===== config.mk =====
export PLATFORM = sky130hd
export DESIGN_NAME = exec_stage
export DESIGN_NICKNAME = d
export VERILOG_FILES = /design/src/rtl/exec_pkg.sv /design/src/rtl/exec_mul_iter.sv /design/src/rtl/exec_stage.sv
export SDC_FILE = /design/constraint.sdc
export NUM_CORES = 1
export LEC_CHECK = 0
export CORE_MARGIN = 1
export CORE_UTILIZATION = 45
export CTS_CLUSTER_DIAMETER = 100
export DETAILED_ROUTE_END_ITERATION = 16
export PLACE_DENSITY = 0.74
export REMOVE_ABC_BUFFERS = 1
export SLEW_MARGIN = 25
export SYNTH_ARGS = -nofsm -noshare
export SYNTH_HDL_FRONTEND = slang
export SYNTH_HIERARCHICAL = 1
export SYNTH_SLANG_ARGS = --single-unit

===== constraint.sdc =====
create_clock -name clock -period 3.1 [get_ports clock]
set_input_delay 0.62 -clock clock [delete_from_list [all_inputs] [get_ports clock]]
set_output_delay 0.62 -clock clock [all_outputs]
set_load 0.01 [all_outputs]

===== src/rtl/exec_pkg.sv =====
// rtl/exec_pkg.sv - shared types, widths and decode helper for the execute stage
// Purpose : opcode and FSM state enums, width constants, and the single-cycle
//           result decoder used by exec_stage for every op except MUL.
// Contents: DATA_W, RD_W, BT_W, GP_W; op_e; state_e; res_t; exec_decode().
package exec_pkg;

  localparam int DATA_W = 32;
  localparam int RD_W   = 7;
  localparam int BT_W   = 9;
  localparam int GP_W   = 18;

  typedef enum logic [4:0] {
    OP_NOP = 5'd0,
    OP_LV  = 5'd1,
    OP_ADD = 5'd2,
    OP_SUB = 5'd3,
    OP_MUL = 5'd4,
    OP_AND = 5'd5,
    OP_CP  = 5'd6,
    OP_B   = 5'd7,
    OP_BEQ = 5'd8,
    OP_SLR = 5'd9,
    OP_GP  = 5'd10
  } op_e;

  typedef enum logic [1:0] {
    ST_IDLE = 2'd0,
    ST_BUSY = 2'd1,
    ST_DONE = 2'd2
  } state_e;

  typedef struct packed {
    logic [DATA_W-1:0] data;
    logic              wr_en;
    logic              br_taken;
    logic [BT_W-1:0]   br_target;
  } res_t;

  // MUL decodes as NOP here; the top overrides it when the multiplier exists.
  function automatic res_t exec_decode(
    input logic [4:0]        op,
    input logic [RD_W-1:0]   rd,
    input logic [DATA_W-1:0] rs,
    input logic [DATA_W-1:0] rt,
    input logic [DATA_W-1:0] imm
  );
    res_t r;
    r = '0;
    case (op)
      OP_LV, OP_CP: begin r.data = imm;          r.wr_en = 1'b1; end
      OP_ADD:       begin r.data = rs + rt;      r.wr_en = 1'b1; end
      OP_SUB:       begin r.data = rs - rt;      r.wr_en = 1'b1; end
      OP_AND:       begin r.data = rs & rt;      r.wr_en = 1'b1; end
      OP_SLR:       begin r.data = rs << rt[4:0]; r.wr_en = 1'b1; end
      OP_B: begin
        r.br_taken  = 1'b1;
        r.br_target = {{(BT_W-RD_W){1'b0}}, rd};
      end
      OP_BEQ: begin
        r.br_taken  = ({{(DATA_W-RD_W){1'b0}}, rd} == rs);
        r.br_target = rt[BT_W-1:0];
      end
      default: ;
    endcase
    return r;
  endfunction

endpackage


===== src/rtl/exec_mul_iter.sv =====
// rtl/exec_mul_iter.sv - iterative unsigned 32x32 shift-add multiplier, low 32 bits
// Purpose : one shift-add step per cycle for 32 cycles after start.
// Ports   : clock, reset (async, active-high), start (load operands),
//           a, b (operands), done (final step this cycle), product (valid with done).
// Built only when EXEC_MUL_EN is defined.
`ifdef EXEC_MUL_EN
module exec_mul_iter
  import exec_pkg::*;
(
  input  logic              clock,
  input  logic              reset,
  input  logic              start,
  input  logic [DATA_W-1:0] a,
  input  logic [DATA_W-1:0] b,
  output logic              done,
  output logic [DATA_W-1:0] product
);

  logic              r_busy;
  logic [4:0]        r_cnt;
  logic [DATA_W-1:0] r_a;
  logic [DATA_W-1:0] r_b;
  logic [DATA_W-1:0] r_acc;
  logic [DATA_W-1:0] w_step;

  assign w_step  = r_b[0] ? (r_acc + r_a) : r_acc;
  // The last step's sum is presented directly so the caller can register it
  // on the same edge that retires the multiplier.
  assign done    = r_busy && (r_cnt == 5'd31);
  assign product = w_step;

  always_ff @(posedge clock or posedge reset) begin
    if (reset) begin
      r_busy <= 1'b0;
      r_cnt  <= '0;
      r_a    <= '0;
      r_b    <= '0;
      r_acc  <= '0;
    end else if (start) begin
      r_busy <= 1'b1;
      r_cnt  <= '0;
      r_a    <= a;
      r_b    <= b;
      r_acc  <= '0;
    end else if (r_busy) begin
      r_acc <= w_step;
      r_a   <= r_a << 1;
      r_b   <= r_b >> 1;
      r_cnt <= r_cnt + 5'd1;
      if (r_cnt == 5'd31) r_busy <= 1'b0;
    end
  end

endmodule
`endif


===== src/rtl/exec_stage.sv =====
// rtl/exec_stage.sv - execute stage: ALU, branch resolve, GP output, buffered result
// Purpose : accepts one decoded op per handshake and holds one result for write-back.
// Ports   : clock, reset (async, active-high);
//           in_valid/in_ready, op_code, op_rd, op_rs, op_rt, op_imm (decode side);
//           out_valid/out_ready, res_data, res_rd, res_wr_en, br_taken, br_target
//           (write-back side); gp_out (persistent general-purpose output).
// Option  : EXEC_MUL_EN builds the iterative multiplier and BUSY state; without it
//           opcode 4 is a one-cycle NOP.
module exec_stage
  import exec_pkg::*;
(
  input  logic              clock,
  input  logic              reset,
  input  logic              in_valid,
  output logic              in_ready,
  input  logic [4:0]        op_code,
  input  logic [RD_W-1:0]   op_rd,
  input  logic [DATA_W-1:0] op_rs,
  input  logic [DATA_W-1:0] op_rt,
  input  logic [DATA_W-1:0] op_imm,
  output logic              out_valid,
  input  logic              out_ready,
  output logic [DATA_W-1:0] res_data,
  output logic [RD_W-1:0]   res_rd,
  output logic              res_wr_en,
  output logic              br_taken,
  output logic [BT_W-1:0]   br_target,
  output logic [GP_W-1:0]   gp_out
);

  state_e            r_state;
  logic              r_out_valid;
  logic [DATA_W-1:0] r_res_data;
  logic [RD_W-1:0]   r_res_rd;
  logic              r_res_wr_en;
  logic              r_br_taken;
  logic [BT_W-1:0]   r_br_target;
  logic [GP_W-1:0]   r_gp;

  logic              w_accept;
  logic              w_is_mul;
  res_t              w_dec;

  assign in_ready  = (r_state == ST_IDLE) || ((r_state == ST_DONE) && out_ready);
  assign w_accept  = in_valid && in_ready;
  assign w_dec     = exec_decode(op_code, op_rd, op_rs, op_rt, op_imm);

`ifdef EXEC_MUL_EN
  logic              w_mul_done;
  logic [DATA_W-1:0] w_mul_product;

  assign w_is_mul = (op_code == OP_MUL);

  exec_mul_iter u_mul (
    .clock   (clock),
    .reset   (reset),
    .start   (w_accept && w_is_mul),
    .a       (op_rs),
    .b       (op_rt),
    .done    (w_mul_done),
    .product (w_mul_product)
  );
`else
  assign w_is_mul = 1'b0;
`endif

  always_ff @(posedge clock or posedge reset) begin
    if (reset) begin
      r_state     <= ST_IDLE;
      r_out_valid <= 1'b0;
      r_res_data  <= '0;
      r_res_rd    <= '0;
      r_res_wr_en <= 1'b0;
      r_br_taken  <= 1'b0;
      r_br_target <= '0;
      r_gp        <= '0;
    end else begin
      if (w_accept && (op_code == OP_GP)) r_gp <= op_rs[GP_W-1:0];
      case (r_state)
        ST_IDLE, ST_DONE: begin
          if (w_accept) begin
            r_res_rd <= op_rd;
            if (w_is_mul) begin
              // Destination is captured now; data arrives when the multiplier retires.
              r_out_valid <= 1'b0;
              r_res_data  <= '0;
              r_res_wr_en <= 1'b0;
              r_br_taken  <= 1'b0;
              r_br_target <= '0;
              r_state     <= ST_BUSY;
            end else begin
              r_out_valid <= 1'b1;
              r_res_data  <= w_dec.data;
              r_res_wr_en <= w_dec.wr_en;
              r_br_taken  <= w_dec.br_taken;
              r_br_target <= w_dec.br_target;
              r_state     <= ST_DONE;
            end
          end else if ((r_state == ST_DONE) && out_ready) begin
            r_out_valid <= 1'b0;
            r_state     <= ST_IDLE;
          end
        end
`ifdef EXEC_MUL_EN
        ST_BUSY: begin
          if (w_mul_done) begin
            r_out_valid <= 1'b1;
            r_res_data  <= w_mul_product;
            r_res_wr_en <= 1'b1;
            r_state     <= ST_DONE;
          end
        end
`endif
        default: r_state <= ST_IDLE;
      endcase
    end
  end

  assign out_valid = r_out_valid;
  assign res_data  = r_res_data;
  assign res_rd    = r_res_rd;
  assign res_wr_en = r_res_wr_en;
  assign br_taken  = r_br_taken;
  assign br_target = r_br_target;
  assign gp_out    = r_gp;

endmodule


==> out/results.tsv, run 1 <==
stage	metric	value	unit
timing	finalHoldViolCount	0	
drt	wl_per_cell	22.8	um
timing	clock.fmax	0.278	GHz
grt	grt.busiest_layer	met2	
final_layout	syn2layout_area_growth	70.4	%
logic_synthesis	synth_warnings	6	
die	dieArea	16700	um^2
setup_path	start_kind	input pin	
clocking	cts.sinks	69	
drt	drc	0	
setup_path	r2r-end	res_data[31]	
grt	grt_usage	39.0	%
timing	timing.slew.headroom	43.6	%
place	gp_congestion	0.961	
grt	grt_pass1_wl	48800	um
power	power	4.22	mW
setup_path	path_class	input pin to flop	
logic_synthesis	synthFlopType	dfrtp_1	
clocking	h-tree-depth	3	
logic_synthesis	async_flop_share	100	%
logic_synthesis	synth.avg_cell_area	8.54	um^2
setup_path	r2r_start	out_valid	
final_layout	antenna_cells	0	
die	die_x	129	um
place	placed_area	10900	um^2
place	hpwl	24400	um
setup_path	cp-endpoint	res_data[31]	
final_layout	drive_above_1_share	38.1	%
drt	drt_iter0_markers	1066	
final_layout	multi_input_area	6040	um^2
die	fp-row-count	46	
timing	rsz0062_at_grt	true	
power	p_leak	5.42	nW
setup_path	required	3.39	ns
clocking	insertion_delay	0.36	ns
clocking	ctsHoldBuffers	0	
logic_synthesis	synth_edf_count	0	
setup_path	r2r_cells	5	
timing	skew	0.00904	ns
grt	grt_util_met3	5.62	%
die	die_h	129	um
grt	grt_antenna_before_repair	0	
run_status	violations	setup timing	
drt	num_vias	9205	
drt	drtPass1Iterations	8	
setup_path	r2r_setup_slack	1.03	ns
run_status	status	complete, but fails checks	
timing	finalCritPeriodShare	116	%
drt	ant_nets	0	
clocking	clock_path_buffers	2	
min_path	min_path_type	flop to flop	
final_layout	fillers	1083	
clocking	path_clk_slew	0.06	ns
logic_synthesis	postSynthCellCount	851	
logic_synthesis	netlist_area	7270	um^2
die	core-area	15800	um^2
drt	vias_per_cell	6.22	
die	ios	182	
drt	wirelength	33700	um
clocking	cts_buffers	9	
logic_synthesis	synth-seq-cells	69	
clocking	root_buffer	clkbuf_16	
final_layout	final_area	12400	um^2
grt	gr-usage-met2	62.8	%
final_layout	final_nets	1405	
setup_path	setup.worst_path.start	op_rt[2]	
grt	globalRouteMet1Util	53.6	%
final_layout	layout_common_cells	241 x buf_4, 157 x clkdlybuf4s50_1, 95 x nand2_1	
logic_synthesis	synth_cell_type_count	73	
job	maxCapViolations	0	
clocking	cts_tree	yes	
power	vdd_drop_max	0.000275	V
timing	min_period	3.60	ns
power	p_per_area	341	nW/um^2
timing	drv_slew	0	
grt	grt_pass1_vias	8761	
final_layout	final-seq-area	1730	um^2
die	start_util	45.9	%
grt	grt_max_degree	70	
setup_path	endpoint_kind	flop	
grt	grt_overflow_total	0	
setup_path	cp.arrival	3.89	ns
logic_synthesis	ys_seq_area_share	23.8	%
setup_path	crit_fanout	6	
timing	fin_ws	-0.504	ns
final_layout	final_common_cell	buf_4	
timing	tightestPinTransition	0.836	ns
timing	finalSetupViolCount	26	
place	port_buffers	181	
[worst min-delay path by stage]
| stage | startpoint | endpoint | slack [ns] | depth (start not counted) |
|---|---|---|---|---|
| global route | br_target[7] | br_target[7] | 0.50 | 2 |
| detailed placement | br_target[8] | br_target[8] | 0.46 | 2 |
| finish | br_target[8] | br_target[8] | 0.47 | 2 |
| global placement | br_target[8] | br_target[8] | 0.45 | 2 |
| floorplan | br_target[7] | br_target[7] | 0.51 | 2 |
| CTS | br_target[8] | br_target[8] | 0.47 | 2 |
[per-layer routing]
layer	up-vias	routed length, um
met4	0	1240
li1	4087	-
met1	4436	13900
met3	110	2890
met5	-	0
met2	572	15700
[what timing repair did]
action | 4_1_cts | 5_1_grt
endpoints found under the setup margin | 30 | 25
pin swaps | 64 | 61
setup buffers | 22 | 25
gates resized for setup | 161 | 127
gates cloned | 1 | 0
[power by group]
part | internal, mW | switching [mW]
sequential | 0.983 | 0.0443
combinational | 1.04 | 0.970
clock | 0.716 | 0.470
[synth_stat cells (7+ instances only)]
| cell type | instances | area, um^2 |
|---|---|---|
| nand3_1 | 12 | 60.1 |
| o21ai_1 | 11 | 55.1 |
| ha_1 | 34 | 425 |
| clkbuf_1 | 43 | 161 |
| dfrtp_1 | 69 | 1730 |
| a32oi_1 | 23 | 201 |
| nand2b_1 | 8 | 50.1 |
| mux2_2 | 25 | 282 |
| a21oi_1 | 66 | 330 |
| and3_1 | 7 | 43.8 |
| mux4_2 | 17 | 383 |
| nor2_1 | 50 | 188 |
| inv_1 | 15 | 56.3 |
| o21ai_0 | 52 | 260 |
| xor2_1 | 26 | 228 |
| mux2i_1 | 27 | 270 |
| xnor2_1 | 36 | 315 |
| a221oi_1 | 14 | 123 |
| nor4_1 | 15 | 93.8 |
| a21o_1 | 15 | 113 |
| o31ai_1 | 12 | 90.1 |
| a31oi_1 | 23 | 144 |
| o211ai_1 | 12 | 90.1 |
| a22oi_1 | 9 | 67.6 |
| and2_1 | 7 | 43.8 |
| nor3_1 | 12 | 60.1 |
| mux4_1 | 8 | 210 |
| nand2_1 | 106 | 398 |
| nor2b_1 | 10 | 62.6 |
[cell type report]
type                    instances  share of cell area (%)
clock buffers                   9                    1.82
clock inverters                 7                   0.839
inverters                      17                   0.515
multi-input cells             709                    48.7
flip-flops and latches         69                    13.9
well taps                     216                    2.18
repair buffers                452                    32.0
[through the flow]
step                      setup TNS (ns)  hold slack (ns)  setup WS (ns)  utilization [%]  std cells
final                              -7.32            0.468         -0.504             78.2       1479
after global routing               -9.78            0.503         -0.595             78.2       1479
after CTS                          -3.97            0.469         -0.435             74.3       1459
after detailed placement          -34.01            0.456          -1.54             68.7       1422
after global placement            -31.89            0.450          -1.37             68.7       1422
after floorplan                   -26.51            0.507          -1.25                -        795
[kinds of logic after synthesis]
group                    synth area share [%]
AO/OA/AOI/OAI                            26.0
flip-flops                               23.8
XOR/XNOR                                 7.47
AND/OR/NAND/NOR                          16.1
multiplexers                             16.3
buffers and inverters                    4.24
adder cells (fa/ha/maj)                  6.13
[critical path, cell delays in order]
cell and delay (ns):
buf_8 0.10, nor4_4 0.35, buf_4 0.19, and2_4 0.18, nand2_8 0.08, o31ai_2 0.20, xor2_1 0.18, ha_1 0.32
and4_2 0.33, a21oi_4 0.26, a21oi_4 0.10, o31ai_4 0.25, buf_6 0.17, a31oi_4 0.09, o41a_2 0.40, nand2_2 0.07
[flip-flops by register name (all words and copies together), names as in the netlist]
name       count
br_taken       1
br_target      9
gp_out        18
out_valid      1
res_data      32
res_rd         7
res_wr_en      1
(Power assumes the default switching activity.)
==> inputs of run 2 (changes only) <==
CAP_MARGIN = 20   (was not set)
CTS_CLUSTER_SIZE = 25   (was not set)
==> results of run 2 <==
Final layout, timing and power as in run 1 (identical DEF).
